--- src/rtl/and16_dmux4_unit.sv ---
// -----------------------------------------------------------------------------
// and16_dmux4_unit
//
// Registered gate-primitive unit: a 16-bit bitwise AND, a scalar AND and a
// 1-to-4 demultiplexer, with all results captured into output registers when
// en is high. This gives downstream ALU / memory-select logic a single-cycle,
// glitch-free view of the gate results. Nothing combinational reaches an output.
//
// Ports:
//   clk        in   system clock, all state updates on the rising edge
//   rst_n      in   synchronous active-low reset (has priority over en)
//   en         in   capture enable
//   a16, b16   in   16-bit AND operands
//   a, b       in   scalar AND operands
//   in         in   demux data input
//   sel        in   2-bit demux select
//   and16_out  out  registered a16 & b16
//   and_out    out  registered a & b
//   dmux_a..d  out  registered demux outputs (at most one high)
//   out_valid  out  high for exactly one cycle after each enabled capture
//   and16_zero out  registered (a16 & b16) == 0
//                   (present only when AND16_ZERO_FLAG_EN is defined)
//
// Optional build macro: AND16_ZERO_FLAG_EN
// -----------------------------------------------------------------------------
module and16_dmux4_unit (
  input  logic        clk,
  input  logic        rst_n,
  input  logic        en,
  input  logic [15:0] a16,
  input  logic [15:0] b16,
  input  logic        a,
  input  logic        b,
  input  logic        in,
  input  logic [1:0]  sel,
  output logic [15:0] and16_out,
  output logic        and_out,
  output logic        dmux_a,
  output logic        dmux_b,
  output logic        dmux_c,
  output logic        dmux_d,
`ifdef AND16_ZERO_FLAG_EN
  output logic        and16_zero,
`endif
  output logic        out_valid
);

  // ---------------------------------------------------------------------------
  // Next-state gate functions
  // ---------------------------------------------------------------------------
  logic [15:0] and16_next;
  logic        and_next;
  logic [3:0]  dmux_next;   // index 0..3 maps to dmux_a..dmux_d

  // Each AND16 bit is an independent gate.
  generate
    for (genvar gi = 0; gi < 16; gi++) begin : g_and16
      assign and16_next[gi] = a16[gi] & b16[gi];
    end
  endgenerate

  // Demux leg gi is driven only when sel selects it, so the outputs are
  // one-hot when in=1 and all zero when in=0.
  generate
    for (genvar gi = 0; gi < 4; gi++) begin : g_dmux
      assign dmux_next[gi] = in & (sel == 2'(gi));
    end
  endgenerate

  assign and_next = a & b;

`ifdef AND16_ZERO_FLAG_EN
  logic and16_zero_next;
  logic and16_zero_reg;
  assign and16_zero_next = (and16_next == 16'h0000);
`endif

  // ---------------------------------------------------------------------------
  // Result registers
  // ---------------------------------------------------------------------------
  logic [15:0] and16_reg;
  logic        and_reg;
  logic [3:0]  dmux_reg;
  logic        valid_reg;

  always_ff @(posedge clk) begin
    if (!rst_n) begin
      and16_reg <= 16'h0000;
      and_reg   <= 1'b0;
      dmux_reg  <= 4'b0000;
      valid_reg <= 1'b0;
    end else begin
      // out_valid is a one-cycle pulse that tracks en; results only load on en
      // and otherwise hold.
      valid_reg <= en;
      if (en) begin
        and16_reg <= and16_next;
        and_reg   <= and_next;
        dmux_reg  <= dmux_next;
      end
    end
  end

`ifdef AND16_ZERO_FLAG_EN
  // Same enable, reset and latency as and16_out.
  always_ff @(posedge clk) begin
    if (!rst_n) begin
      and16_zero_reg <= 1'b0;
    end else if (en) begin
      and16_zero_reg <= and16_zero_next;
    end
  end

  assign and16_zero = and16_zero_reg;
`endif

  assign and16_out = and16_reg;
  assign and_out   = and_reg;
  assign dmux_a    = dmux_reg[0];
  assign dmux_b    = dmux_reg[1];
  assign dmux_c    = dmux_reg[2];
  assign dmux_d    = dmux_reg[3];
  assign out_valid = valid_reg;

endmodule

--- config.mk ---
export PLATFORM = sky130hd
export DESIGN_NAME = and16_dmux4_unit
export DESIGN_NICKNAME = d
export VERILOG_FILES = /design/src/rtl/and16_dmux4_unit.sv
export SDC_FILE = /design/constraint.sdc
export NUM_CORES = 1
export LEC_CHECK = 0
export ABC_CLOCK_PERIOD_IN_PS = 1200
export CAP_MARGIN = 40
export CORE_UTILIZATION = 35
export DETAILED_ROUTE_END_ITERATION = 6
export DONT_BUFFER_PORTS = 1
export SLEW_MARGIN = 20
export SYNTH_ARGS = -nofsm -noshare
export SYNTH_HDL_FRONTEND = slang
export SYNTH_SLANG_ARGS = --single-unit
--- constraint.sdc ---
create_clock -name clk -period 1.2 [get_ports clk]
set_input_delay 0.24 -clock clk [delete_from_list [all_inputs] [get_ports clk]]
set_output_delay 0.24 -clock clk [all_outputs]
set_load 0.005 [all_outputs]
==> results of run 1 <==
[cell usage in the layout (no fill, tap or decap)]
cell type,count
clkbuf_4,3
nand4_1,1
nand2b_1,20
a21boi_1,20
dfxtp_1,22
nand4b_1,2
o21a_1,1
and2_1,1
nor2b_1,1
nand3_1,17
nor4bb_1,1
[report_power, final]
part           switching (mW)  leakage [nW]  total (mW)  internal, mW
clock                   0.198        0.0138       0.315         0.117
sequential             0.0184         0.179       0.775         0.757
combinational          0.0147         0.108      0.0567        0.0421
total                   0.231         0.301        1.15         0.916
[logic make-up (layout without fill, tap and decap cells)]
logic type             Yosys count  in the layout
AO/OA/AOI/OAI                   21             21
AND/OR/NAND/NOR                 43             43
flip-flops                      22             22
buffers and inverters            6              3
[through the flow]
stage,hold slack (ns),power [mW],instance area (um^2),util,cells
floorplan,0.393,0.862,883,-,92
global placement,0.362,0.848,890,0.387,114
detailed placement,0.365,0.850,890,0.387,114
CTS,0.0428,1.18,912,0.397,117
global route,0.0504,1.20,912,0.397,117
finish,0.0654,1.15,912,0.397,117
[worst paths after layout]
kind,startpoint,to,cells after the start
max,dmux_reg[2],dmux_c,0
min,rst_n,dmux_reg[0],1
max reg2reg,dmux_reg[0],dmux_reg[0],2
min reg2reg,and16_out[5],and16_out[5],2
[layer usage]
metal | wire length [um] | part of all wire | track usage
met1 | 657 | 0.42 | 0.141
met2 | 759 | 0.48 | 0.201
met3 | 146 | 0.092 | 0.0377
met4 | 16 | 0.010 | 0.0789
met5 | 0 | 0 | 0
[cell usage after synthesis]
master    number  area share
dfxtp_1       22        0.50
a21boi_1      20        0.17
nand2b_1      20        0.14
nand3_1       17       0.096
clkbuf_1       3       0.013
nand4b_1       2       0.020
and2_1         1      0.0071
buf_2          1      0.0057
buf_4          1      0.0085
clkbuf_2       1      0.0057
nand4_1        1      0.0071
nor2b_1        1      0.0071
nor4bb_1       1       0.011
o21a_1         1      0.0085
[layout make-up]
cell class              instances  area (um^2)
clock buffers                   3         22.5
fillers                       230         1390
multi-input cells              64          414
flip-flops and latches         22          440
well taps                      28         35.0
==> flow_metrics.py, run 1 <==
metrics = {
    "timing": {
        "slew_viol_final": 0,
        "final_hold_viol_count": 0,
        "worst_pin_slew_ns": 0.250,
        "finalCriticalPeriod_ns": 0.917,
        "fmax_ghz": 1.09,
        "skew_ns": 0,
        "setup_ws_ns": 0.283,
        "fin_tns_setup_ns": 0,
        "setup_violations": 0,
        "finalCritPeriodShare": 0.764,
        "slew_headroom": 0.831,
        "rsz0062_at_grt": "no",
    },
    "synth": {
        "postSynthCellCount": 92,
        "synth_compound_gate_area_share": 0.178,
        "ys_warn_count": 0,
        "syn_nets": 132,
        "synthAdderAreaFrac": 0,
        "synthSimpleGateAreaFrac": 0.290,
        "yosysSeqAreaShare": 0.499,
        "synth_top_family_by_area": "simple AND/OR/NAND/NOR gates",
        "synth_xor_area_frac": 0,
        "muxShareOfSynthArea": 0,
        "synth_cell_types": 14,
        "synth-seq-cells": 22,
        "netlist_area_um2": 883,
        "postSynthAreaPerCell_um2": 9.60,
    },
    "critical_path": {
        "start_kind": "flip-flop",
        "cp.required_ns": 0.96,
        "path_class": "flip-flop to output pin",
        "ff2ff_setup_slack_ns": 0.48,
        "cp.arrival_ns": 0.68,
        "worstPathMaxFanout": 2,
        "crit_path_end_kind": "output pin",
    },
    "detailed_routing": {
        "wl_um": 1580,
        "drt_iter0_markers": 8,
        "routedWlPerCell_um": 13.5,
        "vias": 625,
        "drc": 0,
        "routed_via_density": 5.34,
        "drt.antenna.violating_nets": 0,
        "first_pass_iters": 3,
    },
    "layout": {
        "drive_gt1_frac": 0.0337,
        "diodes": 0,
        "areaGrowthSynthToFinish_pct": 3.26,
        "largest_reg_flops": 16,
        "nets": 131,
    },
    "clock_tree": {
        "cts.sinks": 22,
        "cts_setup_buffers": 0,
        "cts_max_level": 1,
        "postCtsHoldBufs": 0,
        "clkLatencyLatePin_ns": 0.29,
        "cts_made_buffers": 3,
        "cts-root-buf": "clkbuf_4",
        "post_cts_resized": 0,
        "max-clock-path-buffers": 2,
        "cts_tree": "built",
        "clkTransAtPathRegs_ns": 0.11,
    },
    "global_route": {
        "antenna_found_initial": 0,
        "track_usage": 0.124,
        "grt_pass1_wl_um": 2390,
        "grt_overflow": 0,
        "first_global_vias": 561,
        "grt_max_degree": 44,
    },
    "place": {
        "gp_congestion": 0.549,
        "dp_slack_ns": 0.455,
        "dp_hpwl_um": 1100,
        "numPortBuffers": 0,
    },
    "floorplan": {
        "die_area_um2": 2730,
        "core_um2": 2300,
        "die_h_um": 52.2,
        "pin_count": 62,
        "start_util": 0.385,
        "die_w_um": 52.2,
        "num_rows": 17,
    },
    "power_and_ir_drop": {
        "ir_drop_v": 0.000562,
        "p_leak_nw": 0.301,
        "p_per_area_nw_per_um2": 1260,
    },
    "status": {
        "status": "finished clean",
    },
    "run": {
        "maxCapViolations": 0,
    },
    "min_path": {
        "hp-class": "primary input to flip-flop",
    },
}
Power figures use the tool's default switching activity.
==> inputs of run 2 (changes only) <==
--- a/config.mk
+++ b/config.mk
@@ -5,7 +5,7 @@
 export SDC_FILE = /design/constraint.sdc
 export NUM_CORES = 1
 export LEC_CHECK = 0
-export ABC_CLOCK_PERIOD_IN_PS = 1200
+export ABC_CLOCK_PERIOD_IN_PS = 800
 export CAP_MARGIN = 40
 export CORE_UTILIZATION = 35
 export DETAILED_ROUTE_END_ITERATION = 6
==> constraint.sdc (replaced) <==
create_clock -name clk -period 0.8 [get_ports clk]
set_input_delay 0.16 -clock clk [delete_from_list [all_inputs] [get_ports clk]]
set_output_delay 0.16 -clock clk [all_outputs]
set_load 0.005 [all_outputs]
==> flow_metrics.py, run 2 (synthesized netlist as in run 1, its figures left out) <==
metrics = {
    "critical_path": {
        "start_kind": "flip-flop",
        "path_class": "flip-flop to output pin",
        "crit_path_end_kind": "output pin",
        "cp.required_ns": 0.64,
        "worstPathMaxFanout": 2,
        "cp.arrival_ns": 0.66,
    },
    "timing": {
        "final_hold_viol_count": 15,
        "slew_viol_final": 0,
        "finalCriticalPeriod_ns": 0.819,
        "finalCritPeriodShare": 1.02,
        "setup_violations": 21,
        "worst_pin_slew_ns": 0.220,
        "holdWs_ns": -0.0328,
        "setup_ws_ns": -0.0189,
        "fmax_ghz": 1.22,
        "slew_headroom": 0.851,
        "skew_ns": 0,
        "rsz0062_at_grt": "yes",
    },
    "clock_tree": {
        "cts_made_buffers": 3,
        "cts-root-buf": "clkbuf_4",
        "max-clock-path-buffers": 2,
        "cts_max_level": 1,
        "postCtsHoldBufs": 11,
        "cts_tree": "built",
        "clkTransAtPathRegs_ns": 0.12,
        "cts.sinks": 22,
        "clkLatencyLatePin_ns": 0.29,
    },
    "global_route": {
        "antenna_found_initial": 0,
        "first_global_vias": 638,
        "grt_max_degree": 44,
        "track_usage": 0.131,
        "grt_pass1_wl_um": 2560,
        "grt_overflow": 0,
    },
    "layout": {
        "nFillCells": 219,
        "diodes": 0,
        "layout_commonest_cell": "dfxtp_2",
        "largest_reg_flops": 16,
        "mostFrequentLayoutCells": "22 x dfxtp_2, 20 x nand2b_1, 20 x a21boi_1, 17 x nand3_1, 11 x dlygate4sd3_1",
        "nets": 142,
        "areaGrowthSynthToFinish_pct": 20.4,
        "drive_gt1_frac": 0.257,
    },
    "floorplan": {
        "start_util": 0.385,
        "num_rows": 17,
        "die_h_um": 52.2,
        "pin_count": 62,
        "die_area_um2": 2730,
        "core_um2": 2300,
        "die_w_um": 52.2,
    },
    "detailed_routing": {
        "first_pass_iters": 3,
        "routed_via_density": 5.24,
        "routedWlPerCell_um": 13.2,
        "drt.antenna.violating_nets": 0,
        "drc": 0,
        "vias": 676,
        "wl_um": 1710,
        "drt_iter0_markers": 5,
    },
    "status": {
        "status": "complete, but fails checks",
        "violations": "hold timing, setup timing",
    },
    "run": {
        "maxCapViolations": 0,
    },
    "place": {
        "numPortBuffers": 0,
        "dp_slack_ns": 0.0892,
        "gp_congestion": 0.548,
    },
    "power_and_ir_drop": {
        "power.total_mw": 1.88,
        "ir_drop_v": 0.00111,
        "p_leak_nw": 0.344,
        "p_per_area_nw_per_um2": 1770,
    },
    "min_path": {
        "hp-class": "primary input to flip-flop",
    },
}
-- run 2: cell count changes in the layout (fill, tap and decap cells not counted), sizes merged --
cell / previous run / this run
dlygate4sd3: 0 / 11
clkbuf: 3 / 4
-- run 2: worst paths after layout --
path,start,endpoint,slack (ns),cells past startpoint
min reg2reg,and_out,and_out,0.48,2
min,rst_n,dmux_reg[0],-0.03,1
max,dmux_reg[0],dmux_a,-0.02,0
max reg2reg,dmux_reg[0],dmux_reg[0],0.08,2
-- run 2: final cells by class --
type | instances | area (um^2) | area share
clock buffers | 4 | 36.3 | 0.0341
flip-flops and latches | 22 | 468 | 0.440
multi-input cells | 64 | 414 | 0.389
well taps | 28 | 35.0 | 0.0329
repair buffers | 11 | 110 | 0.104
-- run 2: per-stage QoR --
step,utilization,cell area [um^2],setup TNS (ns),hold slack [ns],instances
global placement,0.387,890,0,0.286,114
finish,0.463,1060,-0.226,-0.0328,129
detailed placement,0.387,890,0,0.284,114
floorplan,-,883,0,0.313,92
CTS,0.463,1060,-0.714,-0.0543,129
global route,0.463,1060,-1.04,-0.0637,129
-- run 2: where the power goes --
group / leakage, nW / switching (mW) / total (mW) / internal [mW]
combinational: 0.134 / 0.0270 / 0.118 / 0.0906
clock: 0.0210 / 0.319 / 0.596 / 0.277
sequential: 0.189 / 0.0279 / 1.17 / 1.14
-- run 2: what timing repair did --
item                       in CTS  in global routing
setup endpoints to repair      22                 22
buffers inserted                0                  0
resized for setup              22                  0
hold endpoints to repair       22                 21
-- run 2: layer usage --
metal	GRT usage	wire length [um]
met1	0.144	717
met2	0.222	842
met3	0.0348	129
met4	0.0789	16
met5	0	0
==> inputs of run 3 (changes only) <==
--- a/config.mk
+++ b/config.mk
@@ -10,6 +10,7 @@
 export CORE_UTILIZATION = 35
 export DETAILED_ROUTE_END_ITERATION = 6
 export DONT_BUFFER_PORTS = 1
+export PLACE_DENSITY_LB_ADDON = 0.05
 export SLEW_MARGIN = 20
 export SYNTH_ARGS = -nofsm -noshare
 export SYNTH_HDL_FRONTEND = slang
==> flow_metrics.py, run 3 (synthesized netlist as in run 1, its figures left out) <==
metrics = {
    "timing": {
        "worst_pin_slew_ns": 0.226,
        "setup_violations": 16,
        "final_hold_viol_count": 3,
        "fmax_ghz": 1.23,
        "holdWs_ns": -0.0279,
        "rsz0062_at_grt": "yes",
        "setup_ws_ns": -0.0140,
        "slew_viol_final": 0,
        "finalCritPeriodShare": 1.02,
        "slew_headroom": 0.847,
        "skew_ns": 0,
        "finalCriticalPeriod_ns": 0.814,
    },
    "clock_tree": {
        "cts_tree": "built",
        "cts.sinks": 22,
        "clkTransAtPathRegs_ns": 0.12,
        "cts_max_level": 1,
        "clkLatencyLatePin_ns": 0.29,
        "cts_made_buffers": 3,
        "max-clock-path-buffers": 2,
        "cts-root-buf": "clkbuf_4",
    },
    "floorplan": {
        "start_util": 0.385,
        "num_rows": 17,
        "die_w_um": 52.2,
        "die_h_um": 52.2,
        "pin_count": 62,
        "core_um2": 2300,
        "die_area_um2": 2730,
    },
    "power_and_ir_drop": {
        "power.total_mw": 1.76,
        "p_per_area_nw_per_um2": 1720,
        "p_leak_nw": 0.331,
        "ir_drop_v": 0.000986,
    },
    "layout": {
        "diodes": 0,
        "drive_gt1_frac": 0.258,
        "post-route-cell-area_um2": 1020,
        "final_cells": 125,
        "layout_commonest_cell": "dfxtp_2",
        "largest_reg_flops": 16,
        "mostFrequentLayoutCells": "22 x dfxtp_2, 20 x nand2b_1, 20 x a21boi_1, 17 x nand3_1, 8 x dlygate4sd3_1",
        "nets": 139,
        "areaGrowthSynthToFinish_pct": 15.4,
    },
    "run": {
        "maxCapViolations": 0,
    },
    "place": {
        "numPortBuffers": 0,
        "placed_cell_area_um2": 890,
        "gp_congestion": 0.553,
        "place_inst": 114,
    },
    "global_route": {
        "grt_overflow": 0,
        "grt_max_degree": 44,
        "grt_pass1_wl_um": 2460,
        "first_global_vias": 563,
        "antenna_found_initial": 0,
        "track_usage": 0.127,
    },
    "critical_path": {
        "start_kind": "flip-flop",
        "crit_path_end_kind": "output pin",
        "cp.required_ns": 0.64,
        "worstPathMaxFanout": 2,
        "path_class": "flip-flop to output pin",
        "cp.arrival_ns": 0.65,
    },
    "detailed_routing": {
        "drc": 0,
        "routedWlPerCell_um": 12.9,
        "drt.antenna.violating_nets": 0,
        "vias": 674,
        "first_pass_iters": 4,
        "routed_via_density": 5.39,
        "drt_iter0_markers": 8,
        "wl_um": 1620,
    },
    "status": {
        "violations": "hold timing, setup timing",
        "status": "complete, but fails checks",
    },
    "min_path": {
        "hp-class": "primary input to flip-flop",
    },
}
[run 3: changes by cell type in the layout (fill, tap and decap cells not counted)]
cell,delta
dlygate4sd3_1,-3
clkbuf_8,-1
[run 3: final timing paths]
path,endpoint,slack (ns),from,cells after the start
worst max-delay path,and16_out[8],-0.01,and16_out[8],0
worst min-delay path,dmux_reg[0],-0.03,rst_n,1
worst max register to register,dmux_reg[0],0.09,dmux_reg[0],2
worst min register to register,and16_out[11],0.48,and16_out[11],2
[run 3: per-stage QoR]
step | worst slack [ns] | hold slack, ns | TNS (ns) | utilization
2_1_floorplan | 0.125 | 0.313 | 0 | -
3_3_place_gp | 0.114 | 0.281 | 0 | 0.387
3_5_place_dp | 0.107 | 0.284 | 0 | 0.387
4_1_cts | -0.0353 | -0.0479 | -0.568 | 0.440
5_1_grt | -0.0615 | -0.0681 | -1.20 | 0.444
6_report | -0.0140 | -0.0279 | -0.111 | 0.444
[run 3: layout make-up]
cell class | instances | area, um^2
timing repair buffer | 8 | 80.1
multi-input combinational | 64 | 414
tap | 28 | 35.0
clock buffer | 3 | 22.5
fill | 236 | 1280
sequential | 22 | 468
[run 3: layer usage]
metal  part of all wire  GRT usage  vias up
met1               0.41      0.150      312
li1                   -          -      328
met4             0.0099     0.0658        0
met2               0.49      0.192       32
met5                  0          0        -
met3              0.085     0.0580        2
[run 3: what timing repair did]
action / in CTS / in global routing
hold endpoints to repair: 22 / 21
hold buffers: 7 / 1
gates resized for setup: 22 / 0
setup buffers: 0 / 0
setup endpoints to repair: 22 / 22
[run 3: report_power, final]
part / internal (mW) / total [mW] / leakage (nW) / switching, mW
Combinational: 0.0824 / 0.107 / 0.128 / 0.0251
Sequential: 1.14 / 1.17 / 0.189 / 0.0271
Clock: 0.175 / 0.479 / 0.0138 / 0.304
Total: 1.40 / 1.76 / 0.331 / 0.356
